<file path="src/rtl/sig_ext_stage_if.sv">
// Handshake bundle for the immediate-extension stage: upstream valid/ready with the
// raw immediate, downstream valid/ready with the extended result.
interface sig_ext_stage_if #(
    parameter int N_BUS    = 16,
    parameter int N_BUS_IN = 11
);
    logic                i_valid;
    logic                o_ready;
    logic [N_BUS_IN-1:0] i_signal;
    logic [1:0]          i_mode;
    logic                o_valid;
    logic                i_ready;
    logic [N_BUS-1:0]    o_signal;
    logic [1:0]          o_mode;

    modport slave (
        input  i_valid, i_signal, i_mode, i_ready,
        output o_ready, o_valid, o_signal, o_mode
    );

    modport master (
        output i_valid, i_signal, i_mode, i_ready,
        input  o_ready, o_valid, o_signal, o_mode
    );
endinterface

</file>
<file path="src/rtl/sig_ext_stage.sv">
// Registered immediate-extension stage with a 2-entry skid buffer. Ready comes
// straight from a register, so there is no combinational path from i_ready.
module sig_ext_stage #(
    parameter int N_BUS    = 16,
    parameter int N_BUS_IN = 11,
    parameter int SHAMT    = 1
) (
    input  logic            i_clk,
    input  logic            i_rst_n,
    sig_ext_stage_if.slave  bus
);
    localparam int EXT_W = N_BUS - N_BUS_IN;

    typedef enum logic [1:0] {
        ST_EMPTY = 2'b00,
        ST_ONE   = 2'b01,
        ST_FULL  = 2'b10
    } state_t;

    state_t              state_r;
    logic                valid_r;
    logic                ready_r;
    logic [N_BUS-1:0]    out_signal_r;
    logic [1:0]          out_mode_r;
    logic [N_BUS-1:0]    skid_signal_r;
    logic [1:0]          skid_mode_r;

    logic                accept_s;
    logic                transfer_s;
    logic [N_BUS-1:0]    ext_s;

    function automatic logic [N_BUS-1:0] ext_fn(input logic [N_BUS_IN-1:0] sig,
                                               input logic [1:0]          mode);
        logic [N_BUS-1:0] sext_v;
        sext_v = {{EXT_W{sig[N_BUS_IN-1]}}, sig};
        case (mode)
            2'b00:   ext_fn = {{EXT_W{1'b0}}, sig};
            2'b01:   ext_fn = sext_v;
            2'b10:   ext_fn = {sig, {EXT_W{1'b0}}};
            2'b11:   ext_fn = sext_v << SHAMT;
            default: ext_fn = {N_BUS{1'b0}};
        endcase
    endfunction

    assign accept_s   = bus.i_valid & ready_r;
    assign transfer_s = valid_r & bus.i_ready;
    assign ext_s      = ext_fn(bus.i_signal, bus.i_mode);

    assign bus.o_ready  = ready_r;
    assign bus.o_valid  = valid_r;
    assign bus.o_signal = out_signal_r;
    assign bus.o_mode   = out_mode_r;

    // Occupancy FSM; data registers load only on accept, so idle inputs never leak in.
    always_ff @(posedge i_clk) begin
        if (!i_rst_n) begin
            state_r       <= ST_EMPTY;
            valid_r       <= 1'b0;
            ready_r       <= 1'b1;
            out_signal_r  <= {N_BUS{1'b0}};
            out_mode_r    <= 2'b00;
            skid_signal_r <= {N_BUS{1'b0}};
            skid_mode_r   <= 2'b00;
        end else begin
            case (state_r)
                ST_EMPTY: begin
                    if (accept_s) begin
                        out_signal_r <= ext_s;
                        out_mode_r   <= bus.i_mode;
                        valid_r      <= 1'b1;
                        state_r      <= ST_ONE;
                    end else begin
                        state_r      <= ST_EMPTY;
                    end
                end
                ST_ONE: begin
                    if (accept_s && transfer_s) begin
                        out_signal_r <= ext_s;
                        out_mode_r   <= bus.i_mode;
                    end else if (accept_s) begin
                        skid_signal_r <= ext_s;
                        skid_mode_r   <= bus.i_mode;
                        ready_r       <= 1'b0;
                        state_r       <= ST_FULL;
                    end else if (transfer_s) begin
                        valid_r <= 1'b0;
                        state_r <= ST_EMPTY;
                    end else begin
                        state_r <= ST_ONE;
                    end
                end
                ST_FULL: begin
                    if (transfer_s) begin
                        out_signal_r  <= skid_signal_r;
                        out_mode_r    <= skid_mode_r;
                        skid_signal_r <= {N_BUS{1'b0}};
                        skid_mode_r   <= 2'b00;
                        ready_r       <= 1'b1;
                        state_r       <= ST_ONE;
                    end else begin
                        state_r <= ST_FULL;
                    end
                end
                default: begin
                    // Unreachable encoding: recover to a clean empty stage.
                    state_r <= ST_EMPTY;
                    valid_r <= 1'b0;
                    ready_r <= 1'b1;
                end
            endcase
        end
    end
endmodule

</file>
<file path="src/flat_wrapper.sv">
// flat-port wrapper written by rule: the top's interface ports become plain ports
module sig_ext_stage_flat 
#(
    parameter int N_BUS    = 16,
    parameter int N_BUS_IN = 11,
    parameter int SHAMT    = 1
)
  (i_clk, i_rst_n, bus_i_valid, bus_i_signal, bus_i_mode, bus_i_ready, bus_o_ready, bus_o_valid, bus_o_signal, bus_o_mode);
  sig_ext_stage_if #(.N_BUS(N_BUS), .N_BUS_IN(N_BUS_IN)) bus_i ();
  input  logic i_clk;
  input  logic i_rst_n;
  input wire logic [$bits(bus_i.i_valid)-1:0] bus_i_valid;
  input wire logic [$bits(bus_i.i_signal)-1:0] bus_i_signal;
  input wire logic [$bits(bus_i.i_mode)-1:0] bus_i_mode;
  input wire logic [$bits(bus_i.i_ready)-1:0] bus_i_ready;
  output wire logic [$bits(bus_i.o_ready)-1:0] bus_o_ready;
  output wire logic [$bits(bus_i.o_valid)-1:0] bus_o_valid;
  output wire logic [$bits(bus_i.o_signal)-1:0] bus_o_signal;
  output wire logic [$bits(bus_i.o_mode)-1:0] bus_o_mode;
  assign bus_i.i_valid = bus_i_valid;
  assign bus_i.i_signal = bus_i_signal;
  assign bus_i.i_mode = bus_i_mode;
  assign bus_i.i_ready = bus_i_ready;
  assign bus_o_ready = bus_i.o_ready;
  assign bus_o_valid = bus_i.o_valid;
  assign bus_o_signal = bus_i.o_signal;
  assign bus_o_mode = bus_i.o_mode;
  sig_ext_stage #(.N_BUS(N_BUS), .N_BUS_IN(N_BUS_IN), .SHAMT(SHAMT)) u_core (.i_clk(i_clk), .i_rst_n(i_rst_n), .bus(bus_i));
endmodule
</file>
<file path="config.mk">
export PLATFORM = sky130hd
export DESIGN_NAME = sig_ext_stage_flat
export DESIGN_NICKNAME = d
export VERILOG_FILES = /design/src/rtl/sig_ext_stage_if.sv /design/src/rtl/sig_ext_stage.sv /design/src/flat_wrapper.sv
export SDC_FILE = /design/constraint.sdc
export NUM_CORES = 1
export LEC_CHECK = 0
export CAP_MARGIN = 15
export CORE_ASPECT_RATIO = 0.9
export CORE_MARGIN = 5
export CORE_UTILIZATION = 47
export DETAILED_ROUTE_END_ITERATION = 10
export PLACE_DENSITY = 0.86
export SLEW_MARGIN = 20
export SYNTH_ARGS = -nofsm -noshare
export SYNTH_HDL_FRONTEND = slang
export SYNTH_SLANG_ARGS = --single-unit
</file>
<file path="constraint.sdc">
create_clock -name i_clk -period 1.5 [get_ports i_clk]
set_clock_uncertainty 0.1 [all_clocks]
set_input_delay 0.375 -clock i_clk [delete_from_list [all_inputs] [get_ports i_clk]]
set_output_delay 0.375 -clock i_clk [all_outputs]
set_load 0.05 [all_outputs]
</file>
==> impl_metrics.tcl, run 1 <==
set metrics [dict create \
    start_util 0.495 \
    insertedDiodeCount 0 \
    syn_area_per_cell_um2 8.49 \
    status "complete, but fails checks" \
    fin_ws_ns -0.100 \
    holdPathEnd "u_core.skid_mode_r[1]" \
    post-route-min-period_ns 1.60 \
    vias_per_cell 6.39 \
    worst_pin_slew_ns 0.324 \
    ioPinCount 37 \
    max_cap_violations 0 \
    hold_path_class "register to register" \
    cts_max_path_buffers 2 \
    root_buffer "clkbuf_8" \
    ys_ff_latch 40 \
    placed_cell_area_um2 2960 \
    grt_max_degree 17 \
    area_growth_pct 69.7 \
    postRouteWirelength_um 8280 \
    die_w_um 79.7 \
    seq_area_frac_synth 0.390 \
    dp_hpwl_um 4140 \
    grt_use_met1 0.308 \
    drtIter0Drc 341 \
    clock_latency_ns 0.32 \
    worst-r2r-cell-count 7 \
    syn-num-nets 259 \
    port_buffers 36 \
    grt-busiest-layer "met2" \
    numCtsBuffers 5 \
    setup_violations 17 \
    grt_pass1_wl_um 11100 \
    p_total_mw 4.08 \
    path_cells "a21boi_4, buf_4, buf_4, o2bb2ai_2, buf_4, nor2_1, o21a_1" \
    h-tree-depth 2 \
    yosysWarningCount 0 \
    nNetsFinal 337 \
    die_y_um 72.7 \
    grt_antenna_before_repair 0 \
    num_vias 2435 \
    drive_gt1_frac 0.424 \
    track_usage 0.248 \
    slew_viol_final 0 \
    crit_slowest_cell "dfxtp_4" \
    power.density_nw_per_um2 1170 \
    finish.utilization 0.839 \
    cts_tree "yes" \
    r2r-end "u_core.skid_signal_r[15]" \
    drc 0 \
    syn_inst 242 \
    hold_viol_final 0 \
    globalplace.congestion 0.922 \
    max_stage_delay_ns 0.38 \
    rrSetupSlack_ns -0.10 \
    cp-start-kind "register" \
    p_leak_nw 1.38 \
    relSlewSlack 0.783 \
    wl_per_cell_um 21.7 \
    path_buf_inv 3 \
    r2r_start "u_core.state_r[0]" \
    clkTransAtPathRegs_ns 0.08 \
    critPathMostFrequentCell "buf_4" \
    firstDrtPassIters 5 \
    critical_path_arrival_ns 1.70 \
    irDropWorstVdd_mv 0.981 \
    use_met2 0.395 \
    crit_fanout 9 \
    synth_cell_type_count 40 \
    use_met3 0.0667 \
    hold_path_depth 2 \
    die-area_um2 5800 \
    overflow 0 \
    fmax_ghz 0.625 \
    cp.required_ns 1.60 \
    cts.sinks 40 \
    rows 22 \
    critPathKind "register to register" \
    violations "setup timing" \
    coreArea_um2 4160 \
    design_area_um2 3490 \
    hp-start "u_core.skid_mode_r[1]" \
    end_kind "register" \
    grt_pass1_vias 2177 \
    fin_crit_sh 1.07 \
    crit_family "buffers and inverters" \
    ant_nets 0 \
    rsz0062_at_grt "true" \
    syn_area_um2 2060 \
]
-- power breakdown --
part,switching (mW),internal [mW]
Sequential,0.136,1.19
Clock,0.437,0.502
Combinational,0.927,0.884
-- cell usage in the layout, fill, tap and decap left out, types with 5 or more instances in the layout --
cell type and count:
buf_4 40, dfxtp_1 36, nand2_1 30, buf_12 25, nand3_1 17, a21oi_1 16
nor2_1 15, a21boi_1 11, clkdlybuf4s50_1 11, buf_6 9, a31o_2 6, a2111oi_2 5
nand2b_1 5, and2_1 5, clkbuf_8 5
-- worst max-delay path by stage --
| stage | start | to | slack [ns] | cells after the start |
|---|---|---|---|---|
| 2_1_floorplan | u_core.bus.o_valid | u_core.skid_signal_r[10] | -0.009 | 5 |
| 3_3_place_gp | bus_i_ready | u_core.skid_signal_r[5] | -0.55 | 6 |
| 3_5_place_dp | bus_i_ready | u_core.bus.o_signal[13] | -0.64 | 7 |
| 4_1_cts | u_core.state_r[1] | u_core.skid_signal_r[6] | -0.05 | 5 |
| 5_1_grt | u_core.state_r[1] | u_core.skid_signal_r[11] | -0.15 | 6 |
| 6_report | u_core.state_r[0] | u_core.skid_signal_r[15] | -0.10 | 7 |
-- worst min-delay path, delay by kind of cell, from the launching register on --
kind / cells / cell delay, ns
flops: 1 / 0.31
compound gates: 1 / 0.05
simple gates: 1 / 0.05
-- synth_stat cells, drive strengths merged --
master	n	area, um2
inv	2	7.51
o21a	4	30.0
nand2b	5	31.3
o22ai	5	45.0
nand4	1	6.26
a21boi	14	116
a211oi	1	7.51
o2111ai	6	52.6
a2111oi	6	52.6
a31o	6	52.6
buf	12	83.8
o21ai	9	45.0
nand3	22	123
nand3b	2	15.0
mux2i	6	60.1
o211ai	4	30.0
and3b	1	8.76
nor2	16	62.6
a21oi	17	85.1
o31ai	3	22.5
dfxtp	40	801
and2	5	31.3
nor2b	2	12.5
o2bb2ai	1	15.0
clkbuf	10	38.8
a2bb2oi	1	26.3
o211a	4	40.0
or2b	1	11.3
or2	1	6.26
o22a	1	8.76
nand2	34	128
-- what timing repair did --
| action | CTS | global route |
|---|---|---|
| pin swaps | 6 | 17 |
| buffers inserted | 5 | 6 |
| gates resized for setup | 27 | 51 |
| gates cloned | 2 | 0 |
| endpoints found under the setup margin | 38 | 31 |
| hold buffers | 0 | 0 |
-- area by class of cell --
cell class	instances	area, um2
Multi-Input combinational cell	178	1340
Timing Repair Buffer	93	1130
Sequential cell	40	816
Fill cell	199	668
Tap cell	60	75.1
Clock buffer	5	68.8
Clock inverter	3	46.3
Inverter	2	7.51
-- cell families after synthesis --
family | after synthesis | synth area share
compound gates | 82 | 0.306
mux | 6 | 0.0292
simple gates | 90 | 0.212
flops | 40 | 0.390
buf+inv | 24 | 0.0633
-- per-stage QoR --
stage	TNS (ns)	worst slack, ns	std cells	hold WS, ns
floorplan	-0.0537	-0.00896	242	0.331
global placement	-18.47	-0.551	360	0.336
CTS	-0.0511	-0.0511	375	0.357
finish	-0.777	-0.100	381	0.357
global route	-2.00	-0.152	381	0.386
detailed placement	-20.95	-0.642	360	0.344
-- routing by layer --
metal	wire length, um	share of wire
met2	3860	0.47
met1	3180	0.38
met4	471	0.057
met5	0	0
met3	770	0.093
-- state kept, by name (all words and copies together) (netlist names) --
register and count:
u_core.state_r 2, u_core.skid_signal_r 16, u_core.bus.o_mode 2, u_core.bus.o_ready 1, u_core.bus.o_valid 1, u_core.skid_mode_r 2
u_core.bus.o_signal 16
Note: power is estimated with default switching activity, not from simulation.
==> run 2, diff against run 1 <==
--- a/config.mk
+++ b/config.mk
@@ -11,6 +11,7 @@
 export CORE_UTILIZATION = 47
 export DETAILED_ROUTE_END_ITERATION = 10
 export PLACE_DENSITY = 0.86
+export RECOVER_POWER = 100
 export SLEW_MARGIN = 20
 export SYNTH_ARGS = -nofsm -noshare
 export SYNTH_HDL_FRONTEND = slang
==> run 2 against run 1 <==
Net effect:
- first-iteration DRC count down 9.1%
- routed wire length rose by 0.45%
- final area fell by 6.0%
- the run still ends with setup timing left
- sequential power barely moved
- critical path type unchanged
==> impl_metrics.tcl, run 2 (synthesized netlist as in run 1, its figures left out) <==
set metrics [dict create \
    fin_ws_ns -0.101 \
    postRouteWirelength_um 8320 \
    numCtsBuffers 5 \
    clkPwrFrac 0.244 \
    power.density_nw_per_um2 1180 \
    max_cap_violations 0 \
    ioPinCount 37 \
    critPathKind "register to register" \
    wl_per_cell_um 21.8 \
    fin_cells 381 \
    globalplace.congestion 0.922 \
    cts.sinks 40 \
    post-route-min-period_ns 1.60 \
    clock_latency_ns 0.32 \
    hold_viol_final 0 \
    relSlewSlack 0.800 \
    die-area_um2 5800 \
    clkTransAtPathRegs_ns 0.09 \
    p_int_mw 2.40 \
    cts_hold_buf 0 \
    ant_nets 0 \
    crit_fanout 8 \
    critical_path_arrival_ns 1.71 \
    start_util 0.495 \
    cts_tree "yes" \
    cp.required_ns 1.61 \
    root_buffer "clkbuf_8" \
    seqPwrFrac 0.334 \
    firstDrtPassIters 5 \
    layout_commonest_cell "buf_4" \
    status "complete, but fails checks" \
    swShare 0.380 \
    cp-start-kind "register" \
    drtIter0Drc 310 \
    finalSetupTns_ns -0.808 \
    worst_pin_slew_ns 0.291 \
    finish.utilization 0.789 \
    grt_pass1_vias 2177 \
    fmax_ghz 0.625 \
    port_buffers 36 \
    whs_ns 0.359 \
    crit_start "u_core.state_r[1]" \
    hold_path_class "register to register" \
    cts_max_path_buffers 2 \
    irDropWorstVdd_mv 0.975 \
    area_growth_pct 59.5 \
    h-tree-depth 2 \
    rsz0062_at_grt "true" \
    num_vias 2400 \
    dp.cells 360 \
    vias_per_cell 6.30 \
    nNetsFinal 337 \
    grt_pass1_wl_um 11100 \
    drc 0 \
    dp_hpwl_um 4140 \
    pwr-share-comb 0.422 \
    r2r_start "u_core.state_r[1]" \
    die_y_um 72.7 \
    die_w_um 79.7 \
    p_leak_nw 1.33 \
    grt_max_degree 17 \
    track_usage 0.248 \
    violations "setup timing" \
    grt_antenna_before_repair 0 \
    p_sw_mw 1.47 \
    setup_violations 17 \
    insertedDiodeCount 0 \
    rows 22 \
    overflow 0 \
    drive_gt1_frac 0.424 \
    hp-start "u_core.skid_mode_r[1]" \
    coreArea_um2 4160 \
    end_kind "register" \
    fin_crit_sh 1.07 \
    slew_viol_final 0 \
    final_cell_mix "buf_4 (40), dfxtp_1 (36), nand2_1 (30), nand3_1 (17), a21oi_1 (16)" \
]
-- run 2: per-layer routing --
layer	up-vias	share of wire	wire length, um	global-route usage
met3	35	0.092	768	0.0667
met5	-	0	0	0
met2	187	0.47	3940	0.395
met4	0	0.045	378	0.130
li1	1037	-	-	-
met1	1141	0.39	3230	0.308
-- run 2: layout make-up --
class	instances	area (um2)
Multi-Input combinational cell	178	1340
Timing Repair Buffer	93	921
Fill cell	223	878
Sequential cell	40	816
Tap cell	60	75.1
Clock buffer	5	68.8
Clock inverter	3	46.3
Inverter	2	7.51
-- run 2: path summary, 6_finish.rpt --
path,depth (start not counted),slack (ns),to
min,2,0.36,u_core.skid_mode_r[1]
max reg2reg,6,-0.10,u_core.skid_signal_r[11]
max,6,-0.10,u_core.skid_signal_r[11]
min reg2reg,2,0.36,u_core.skid_mode_r[1]
-- run 2: power by group through the flow --
stage	logic, mW	clock network [mW]	registers, mW
final	1.64	0.945	1.30
after global routing	1.70	0.998	1.31
after CTS	1.57	0.928	1.31
after detailed placement	1.47	0	1.33
after global placement	1.44	0	1.33
after floorplan	0.513	0	1.57
-- run 2: repair_timing --
action | in CTS | in global routing
resized for setup | 27 | 51
endpoints found under the setup margin | 38 | 31
setup buffers | 5 | 6
pin swaps | 6 | 17
cloned | 2 | 0
-- run 2: stage by stage --
| step | setup WS (ns) | power (mW) | instance area [um2] |
|---|---|---|---|
| 6_report | -0.101 | 3.88 | 3280 |
| 5_1_grt | -0.152 | 4.01 | 3280 |
| 4_1_cts | -0.0511 | 3.80 | 3240 |
| 3_5_place_dp | -0.642 | 2.80 | 2960 |
| 3_3_place_gp | -0.551 | 2.76 | 2960 |
| 2_1_floorplan | -0.00896 | 2.09 | 2080 |
-- run 2: worst max-delay path: stages, from the launching register on --
cell and delay (ns):
dfxtp_4 0.39, and3b_2 0.25, a2bb2oi_4 0.21, buf_12 0.17, buf_4 0.16, nand3_1 0.12
o31ai_1 0.10
